### src/rtl/hazard_pkg.sv
// Shared types and helpers for the pipeline hazard controller.
//   stage_info_t : destination/source metadata carried by one shadow stage
//   BUBBLE       : an empty stage (all fields zero)
//   fwd_t        : E-stage ALU operand select encoding
package hazard_pkg;

  typedef struct packed {
    logic       wreg;
    logic [4:0] dst;
    logic       mem_to_reg;
    logic [4:0] rs;
    logic [4:0] rt;
    logic       uses_rs;
    logic       uses_rt;
  } stage_info_t;

  localparam stage_info_t BUBBLE = '0;

  typedef enum logic [1:0] {
    FWD_RF  = 2'b00,
    FWD_WB  = 2'b01,
    FWD_MEM = 2'b10
  } fwd_t;

  // A writer hazards on a source only if it really writes a non-zero register.
  function automatic logic is_hit(input logic wreg, input logic [4:0] dst,
                                  input logic [4:0] src);
    return wreg && (dst != 5'd0) && (dst == src);
  endfunction

  // Does stage s write a register that instruction d actually reads?
  function automatic logic reads_hit(input stage_info_t s, input stage_info_t d);
    return (d.uses_rs && is_hit(s.wreg, s.dst, d.rs)) ||
           (d.uses_rt && is_hit(s.wreg, s.dst, d.rt));
  endfunction

endpackage

### src/rtl/fwd_sel.sv
// Per-operand forwarding selector for the E-stage ALU inputs.
//   i_src              : register number read by the E-stage instruction
//   i_m_wreg/dst/load  : M-stage writer metadata (load results are not yet
//                        available in M and cannot be forwarded from there)
//   i_w_wreg/dst       : WB-stage writer metadata
//   o_sel              : FWD_MEM, FWD_WB or FWD_RF
module fwd_sel
  import hazard_pkg::*;
#(
  parameter int unsigned FORWARD_EN = 1
) (
  input  logic [4:0] i_src,
  input  logic       i_m_wreg,
  input  logic [4:0] i_m_dst,
  input  logic       i_m_load,
  input  logic       i_w_wreg,
  input  logic [4:0] i_w_dst,
  output fwd_t       o_sel
);

  always_comb begin
    o_sel = FWD_RF;
    if (FORWARD_EN != 0) begin
      // The youngest writer (M) takes priority over WB.
      if (is_hit(i_m_wreg, i_m_dst, i_src) && !i_m_load) begin
        o_sel = FWD_MEM;
      end else if (is_hit(i_w_wreg, i_w_dst, i_src)) begin
        o_sel = FWD_WB;
      end
    end
  end

endmodule

### src/rtl/hazard_ctrl.sv
// Hazard controller for the 5-stage MIPS pipeline.
// Tracks destination metadata of the E/M/WB instructions and produces
// forwarding selects, RAW stalls and branch/jump squashes, plus counters.
//   clk_i, reset_i          : clock, synchronous active-high reset
//   rs_id5, rt_id5, uses_*  : D-stage source registers and their use flags
//   wreg_id, dst_id5,
//   mem_to_reg_id           : D-stage destination metadata
//   pc_src_im, pc_j_im      : taken branch / jump resolved in M
//   stall_f_o, stall_d_o    : hold PC and IF/ID
//   flush_d_o/e_o/m_o       : clear IF/ID, ID/EX, EX/MEM
//   fwd_a_o2, fwd_b_o2      : E-stage operand selects
//   stall_cnt_oN            : cycles stalled
//   flush_cnt_oN            : redirects taken
module hazard_ctrl
  import hazard_pkg::*;
#(
  parameter int unsigned FORWARD_EN = 1,
  parameter int unsigned CNT_W      = 32
) (
  input  logic             clk_i,
  input  logic             reset_i,
  input  logic [4:0]       rs_id5,
  input  logic [4:0]       rt_id5,
  input  logic             uses_rs_id,
  input  logic             uses_rt_id,
  input  logic             wreg_id,
  input  logic [4:0]       dst_id5,
  input  logic             mem_to_reg_id,
  input  logic             pc_src_im,
  input  logic             pc_j_im,
  output logic             stall_f_o,
  output logic             stall_d_o,
  output logic             flush_d_o,
  output logic             flush_e_o,
  output logic             flush_m_o,
  output logic [1:0]       fwd_a_o2,
  output logic [1:0]       fwd_b_o2,
  output logic [CNT_W-1:0] stall_cnt_oN,
  output logic [CNT_W-1:0] flush_cnt_oN
);

  stage_info_t      r_s_e, r_s_m, r_s_w;
  stage_info_t      w_d_info;
  logic             w_hazard;
  logic             w_redirect;
  fwd_t             w_fwd_a, w_fwd_b;
  logic [CNT_W-1:0] r_stall_cnt, r_flush_cnt;

  assign w_d_info = '{wreg: wreg_id, dst: dst_id5, mem_to_reg: mem_to_reg_id,
                      rs: rs_id5, rt: rt_id5,
                      uses_rs: uses_rs_id, uses_rt: uses_rt_id};

  // With forwarding only a load directly ahead must wait; without it the
  // reader waits until the writer has left WB (register file written then).
  always_comb begin
    w_hazard = 1'b0;
    if (FORWARD_EN != 0) begin
      w_hazard = r_s_e.mem_to_reg && reads_hit(r_s_e, w_d_info);
    end else begin
      w_hazard = reads_hit(r_s_e, w_d_info) || reads_hit(r_s_m, w_d_info) ||
                 reads_hit(r_s_w, w_d_info);
    end
  end

  assign w_redirect = pc_src_im | pc_j_im;

  // A redirect squashes the stalled instruction, so the PC must not hold.
  assign stall_f_o = w_hazard & ~w_redirect;
  assign stall_d_o = w_hazard & ~w_redirect;
  assign flush_d_o = w_redirect;
  assign flush_e_o = w_hazard | w_redirect;
  assign flush_m_o = w_redirect;

  fwd_sel #(.FORWARD_EN(FORWARD_EN)) u_fwd_a (
    .i_src    (r_s_e.rs),
    .i_m_wreg (r_s_m.wreg),
    .i_m_dst  (r_s_m.dst),
    .i_m_load (r_s_m.mem_to_reg),
    .i_w_wreg (r_s_w.wreg),
    .i_w_dst  (r_s_w.dst),
    .o_sel    (w_fwd_a)
  );

  fwd_sel #(.FORWARD_EN(FORWARD_EN)) u_fwd_b (
    .i_src    (r_s_e.rt),
    .i_m_wreg (r_s_m.wreg),
    .i_m_dst  (r_s_m.dst),
    .i_m_load (r_s_m.mem_to_reg),
    .i_w_wreg (r_s_w.wreg),
    .i_w_dst  (r_s_w.dst),
    .o_sel    (w_fwd_b)
  );

  assign fwd_a_o2 = w_fwd_a;
  assign fwd_b_o2 = w_fwd_b;

  // Source fields only matter in E; downstream stages just carry them along.
  logic w_unused_fields;
  assign w_unused_fields = ^{r_s_e.uses_rs, r_s_e.uses_rt,
                             r_s_m.rs, r_s_m.rt, r_s_m.uses_rs, r_s_m.uses_rt,
                             r_s_w.rs, r_s_w.rt, r_s_w.uses_rs, r_s_w.uses_rt,
                             r_s_w.mem_to_reg};

  always_ff @(posedge clk_i) begin
    if (reset_i) begin
      r_s_e       <= BUBBLE;
      r_s_m       <= BUBBLE;
      r_s_w       <= BUBBLE;
      r_stall_cnt <= '0;
      r_flush_cnt <= '0;
    end else begin
      r_s_w       <= r_s_m;
      r_s_m       <= flush_m_o ? BUBBLE : r_s_e;
      r_s_e       <= (flush_e_o | stall_d_o) ? BUBBLE : w_d_info;
      r_stall_cnt <= r_stall_cnt + CNT_W'(stall_d_o);
      r_flush_cnt <= r_flush_cnt + CNT_W'(w_redirect);
    end
  end

  assign stall_cnt_oN = r_stall_cnt;
  assign flush_cnt_oN = r_flush_cnt;

endmodule

### config.mk
export PLATFORM = sky130hd
export DESIGN_NAME = hazard_ctrl
export DESIGN_NICKNAME = d
export VERILOG_FILES = /design/src/rtl/hazard_pkg.sv /design/src/rtl/fwd_sel.sv /design/src/rtl/hazard_ctrl.sv
export SDC_FILE = /design/constraint.sdc
export NUM_CORES = 1
export LEC_CHECK = 0
export ABC_AREA = 1
export BUFFER_PORTS_ARGS = -buffer_cell sky130_fd_sc_hd__buf_2
export CORE_MARGIN = 2
export CORE_UTILIZATION = 50
export CTS_BUF_LIST = sky130_fd_sc_hd__clkbuf_8
export DETAILED_ROUTE_END_ITERATION = 12
export PLACE_DENSITY = 0.8
export SLEW_MARGIN = 20
export SYNTH_ARGS = -nofsm -noshare
export SYNTH_HDL_FRONTEND = slang
export SYNTH_HIERARCHICAL = 1
export SYNTH_SLANG_ARGS = --single-unit
### constraint.sdc
create_clock -name clk_i -period 6.35 [get_ports clk_i]
set_input_delay 0.635 -clock clk_i [delete_from_list [all_inputs] [get_ports clk_i]]
set_output_delay 0.635 -clock clk_i [all_outputs]
set_load 0.02 [all_outputs]
# Yosys cells after proc, flatten, opt, wreduce, memory -nomap -nowiden
# Index checks and enable logic that the tools add are counted.
# W data, S select, Z words.
# classes
addsub	2
eq_ne	6
mux	4
bitwise	5
n_reduce_logical	21
# ops
op	count
$add A32 B1 Y32	2
$eq A5 B5 Y1	6
$reduce_bool A5 Y1	3
$logic_and A1 B1 Y1	14
$mux W2	2
$reduce_or A2 Y1	2
$or A1 B1 Y1	3
$mux W1	2
$and A1 B1 Y1	1
$logic_not A1 Y1	1
$logic_or A1 B1 Y1	1
$not A1 Y1	1
# totals
ff_bits	94
out_inout_bits	73
wordCells	50

# Longest topological paths before layout
# logic_depth
depth_word	9
depth_mapped	17
ltp_nobuf	17

# Modules after synthesis
# Netlist, hierarchy kept.
# by_module_without_submodules
mod	n_inst	cells_per_inst	area_per_inst_um2	seq_area_each_um2
hazard_ctrl	1	667	4508.1	1881.8
fwd_sel	2	52	217.7	0.0

# Least setup slack after synthesis
# OpenSTA, ideal clock, no wires.
# synth_path
path_type	input port to flip-flop
startpoint	in rs_id5[4]
endpoint	reg r_stall_cnt[14] (netlist: stall_cnt_oN[14])
arrival_ns	2.615
required_ns	6.287
slack_ns	3.672
stages	17
path_cell_list	inv_1 > nand2_1 > nand2_1 > nor2_1 > nand3_1 > nand2_1 > nand2_1 > nor2_1 > ha_1 > ha_1 > nand2_2 > nor2_8 > nand2_4 > nor2_4 > xor2_1 > inv_1 > nor2_2
# synth_via
elab_chain_cells	7
# synth_lines
element	line_no	text
start: declaration	hazard_ctrl.sv:22	input logic [4:0] rs_id5,
$eq A5 B5 Y1	n/a	
$logic_and A1 B1 Y1 (2 in series)	n/a	
$logic_or A1 B1 Y1	n/a	
$logic_and A1 B1 Y1	hazard_ctrl.sv:58	w_hazard = r_s_e.mem_to_reg && reads_hit(r_s_e, w_d_info);
$and A1 B1 Y1	hazard_ctrl.sv:69	assign stall_d_o = w_hazard & ~w_redirect;
named net stall_d_o	hazard_ctrl.sv:32	output logic stall_d_o,
$add A32 B1 Y32	hazard_ctrl.sv:115	r_stall_cnt <= r_stall_cnt + CNT_W'(stall_d_o);
end signal: assignment	hazard_ctrl.sv:115	
end: declaration	hazard_ctrl.sv:47	logic [CNT_W-1:0] r_stall_cnt, r_flush_cnt;
# The timed path passes the listed nets, and every way through them passes these cells.
# A chain may end at the register's enable or synchronous reset.

# Worst setup path after layout
# layout_path
startpoint	reg r_s_e[13] (netlist name)
endpoint	reg r_stall_cnt[10] (netlist: stall_cnt_oN[10])
# layout_via
elab_chain_cells	8
# layout_lines
element	line_no	text
start: declaration	hazard_ctrl.sv:42	stage_info_t r_s_e, r_s_m, r_s_w;
start signal: assignment	hazard_ctrl.sv:114	r_s_e <= (flush_e_o | stall_d_o) ? BUBBLE : w_d_info;
$reduce_bool A5 Y1	n/a	
$logic_and A1 B1 Y1 (3 in series)	n/a	
$logic_or A1 B1 Y1 (*)	n/a	
$logic_and A1 B1 Y1 (*)	hazard_ctrl.sv:58	
$and A1 B1 Y1 (*)	hazard_ctrl.sv:69	
$add A32 B1 Y32 (*)	hazard_ctrl.sv:115	
# Every way passes the cells marked *; elsewhere a longest branch is shown, timed or not.

==> flow_summary_export.csv <==
group,metric,value,unit
grt,grt_max_degree,58,
die,ioPinCount,96,
drt,vias,4876,
placement,dp.cells,990,
sta,grt_setup_unrepaired,"false",
die,core-area,9680,um2
worst_hold_path,hp-class,"flip-flop to flip-flop",
grt,grt_pass1_wl,19000,um
drt,drt-initial-drc-count,239,
sta,fmax,409,MHz
yosys,synth_cell_type_count,31,
placement,gp_congestion,0.997,
sta,setup_slack,3910,ps
clock_network,clock_path_buffers,2,
die,placementRows,36,
clock_network,numCtsBuffers,9,
setup_path,cp_data_arrival_time,2720,ps
sta,tightest_slew,646,ps
clock_network,cts_sinks,94,
layout,final_nets,895,
power_and_ir_drop,p_comb_share,4.9,%
power_and_ir_drop,vdd_drop_max,156,uV
drt,route.detailed.drc,0,
clock_network,ctsHtreeMaxLevel,3,
clock_network,post_cts_resized,0,
power_and_ir_drop,power_frac_clock,37.6,%
layout,final_area,5730,um2
drt,wl_per_cell,11.7,um
clock_network,postCtsHoldBufs,0,
layout,syn_to_final_growth,15.9,%
sta,relSlewSlack,56.9,%
die,start_util,51.0,%
layout,fin_util,59.2,%
layout,diodes,0,
placement,place.detailed.hpwl,8890,um
drt,first_pass_iters,5,
power_and_ir_drop,p_sw,0.269,mW
die,dieArea,10700,um2
grt,antenna_found_initial,0,
yosys,synthCells,771,
grt,track_usage,22.6,%
yosys,syn-mean-instance-area,6.41,um2
grt,grt_pass1_vias,4190,
power_and_ir_drop,powerDensity,182,nW/um2
yosys,synth-seq-area-share,38.1,%
clock_network,cts_setup_buffers,0,
sta,fin_hold_ws,457,ps
sta,period_needed,2440,ps
die,fp.dieH,103,um
yosys,synth_area,4940,um2
setup_path,required,6620,ps
clock_network,cts_tree,"yes",
sta,fin_crit_sh,38.5,%
placement,postPlaceCellArea,5540,um2
sta,fin_skew,11.1,ps
placement,place_ws,3640,ps
sta,maxSlewViolCount,0,
setup_path,endpoint_kind,"flip-flop",
sta,setup-tns-final,0,ps
clock_network,clock-root-buffer,"clkbuf_8",
setup_path,cp_max_fo,7,
layout,fin_cells,1006,
clock_network,insertion_delay,370,ps
power_and_ir_drop,switching_share,25.8,%
yosys,synth_nets,798,
drt,drt_wl_total,11800,um
layout,drive_gt1_share,18.4,%
setup_path,crit_type,"flip-flop to flip-flop",
power_and_ir_drop,internal_power,0.773,mW
flow_run,maxCapViolCount,0,
run_status,outcome,"complete, no violations",
grt,overflow,0,
sta,setup_viol,0,
drt,final_antenna_net_count,0,
sta,hold_viol_final,0,
clock_network,path_clk_slew,100,ps
drt,avgViaCountPerCell,4.85,
placement,portBuffers,95,
power_and_ir_drop,power.leakage,2.40,nW
setup_path,startpoint_type,"flip-flop",
power_and_ir_drop,pwr-share-seq,57.5,%
yosys,ys_ff_latch,94,
yosys,ys_warn_count,6,
power_and_ir_drop,p_total,1.04,mW
die,die_w,103,um
## sequential cells by signal, indices dropped and copies added (netlist names)
| name | count |
|---|---|
| flush_cnt_oN | 32 |
| r_s_e | 17 |
| r_s_m | 7 |
| r_s_w | 6 |
| stall_cnt_oN | 32 |
## layout by cell type, fill, tap and decap left out, types with 3 or more instances in the layout
master and n:
nand2_1 233, a21oi_1 47, xor2_1 7, nand3b_1 21
nor3_1 3, inv_1 89, ha_1 4, nor2_4 7
clkbuf_8 10, nand2_2 9, nor2_2 17, nand3_1 23
inv_2 10, buf_2 95, o21a_1 4, nand4_1 5
nor2_1 156, o21ai_0 16, dfxtp_1 94
## per-layer routing
layer | track usage, % | vias up | routed length [um] | part of all wire [%]
met5 | 0 | - | 0 | 0
met4 | 10.1 | 0 | 240 | 2.0
met3 | 5.51 | 25 | 775 | 6.6
met2 | 35.0 | 157 | 5240 | 44
met1 | 30.0 | 2131 | 5520 | 47
li1 | - | 2563 | - | -
## cells in the mapped netlist
master | n | share of area [%]
dfxtp_1 | 94 | 38
inv_1 | 89 | 6.8
nor2_4 | 7 | 1.6
nor3_1 | 3 | 0.30
buf_4 | 2 | 0.30
xnor2_1 | 2 | 0.35
buf_6 | 1 | 0.23
xor2_1 | 7 | 1.2
nand2_1 | 233 | 18
or2_0 | 2 | 0.25
nor2_2 | 17 | 2.2
nand3_2 | 1 | 0.20
nand4_1 | 5 | 0.63
ha_1 | 4 | 1.0
nand3_1 | 23 | 2.3
nor2_1 | 156 | 12
and2_1 | 1 | 0.13
nand3b_1 | 21 | 3.2
o21a_1 | 4 | 0.61
nor2_8 | 1 | 0.40
buf_1 | 1 | 0.076
nor3b_1 | 2 | 0.30
a21boi_0 | 2 | 0.30
a21oi_1 | 47 | 4.8
inv_2 | 10 | 0.76
nand2_2 | 9 | 1.1
a31oi_1 | 1 | 0.13
nand2_4 | 2 | 0.46
o21ai_0 | 16 | 1.6
clkbuf_1 | 6 | 0.46
nand3_4 | 2 | 0.71
## power by group through the flow
stage | clock network (mW) | logic, mW | registers [mW]
floorplan | 0 | 0.0325 | 0.614
global placement | 0 | 0.0498 | 0.613
detailed placement | 0 | 0.0505 | 0.613
CTS | 0.403 | 0.0508 | 0.599
global route | 0.430 | 0.0580 | 0.600
finish | 0.392 | 0.0510 | 0.599
## cell families (layout without fill, tap and decap cells)
logic type / count (synthesis) / count (layout) / synth area share (%)
AOI/OAI and AO/OA: 70 / 70 / 7.42
and+or+nand+nor: 485 / 485 / 43.3
DFF: 94 / 94 / 38.1
buffers and inverters: 109 / 211 / 8.58
xor gates and xnor gates: 9 / 9 / 1.59
adders and majority gates: 4 / 4 / 1.01
## critical path, cell delays in order (launching register included)
cell and delay [ps]:
dfxtp_1 400, inv_1 110, nand2_1 70, nand2_1 50
nor2_1 80, nand3_1 90, nand2_1 90, nand2_1 90
nor2_1 180, ha_1 250, ha_1 200, nand2_2 110
nor2_8 170, nand2_4 90, nor2_4 140, a21oi_1 80
o21a_1 140
## area by class of cell
class	instances	area (um2)
clock inverters	6	53.8
multi-input cells	568	2640
repair buffers	96	483
inverters	99	372
flip-flops and latches	94	1880
fillers	988	3950
clock buffers	10	138
well taps	133	166
## path summary, 6_finish.rpt
check,from,to,slack (ps),cells past startpoint
hold reg to reg,r_s_e[18],r_s_m[18],460,2
setup / recovery,r_s_e[13],stall_cnt_oN[10],3910,16
hold / removal,r_s_e[18],r_s_m[18],460,2
setup reg to reg,r_s_e[13],stall_cnt_oN[10],3910,16
(Power assumes the default switching activity.)
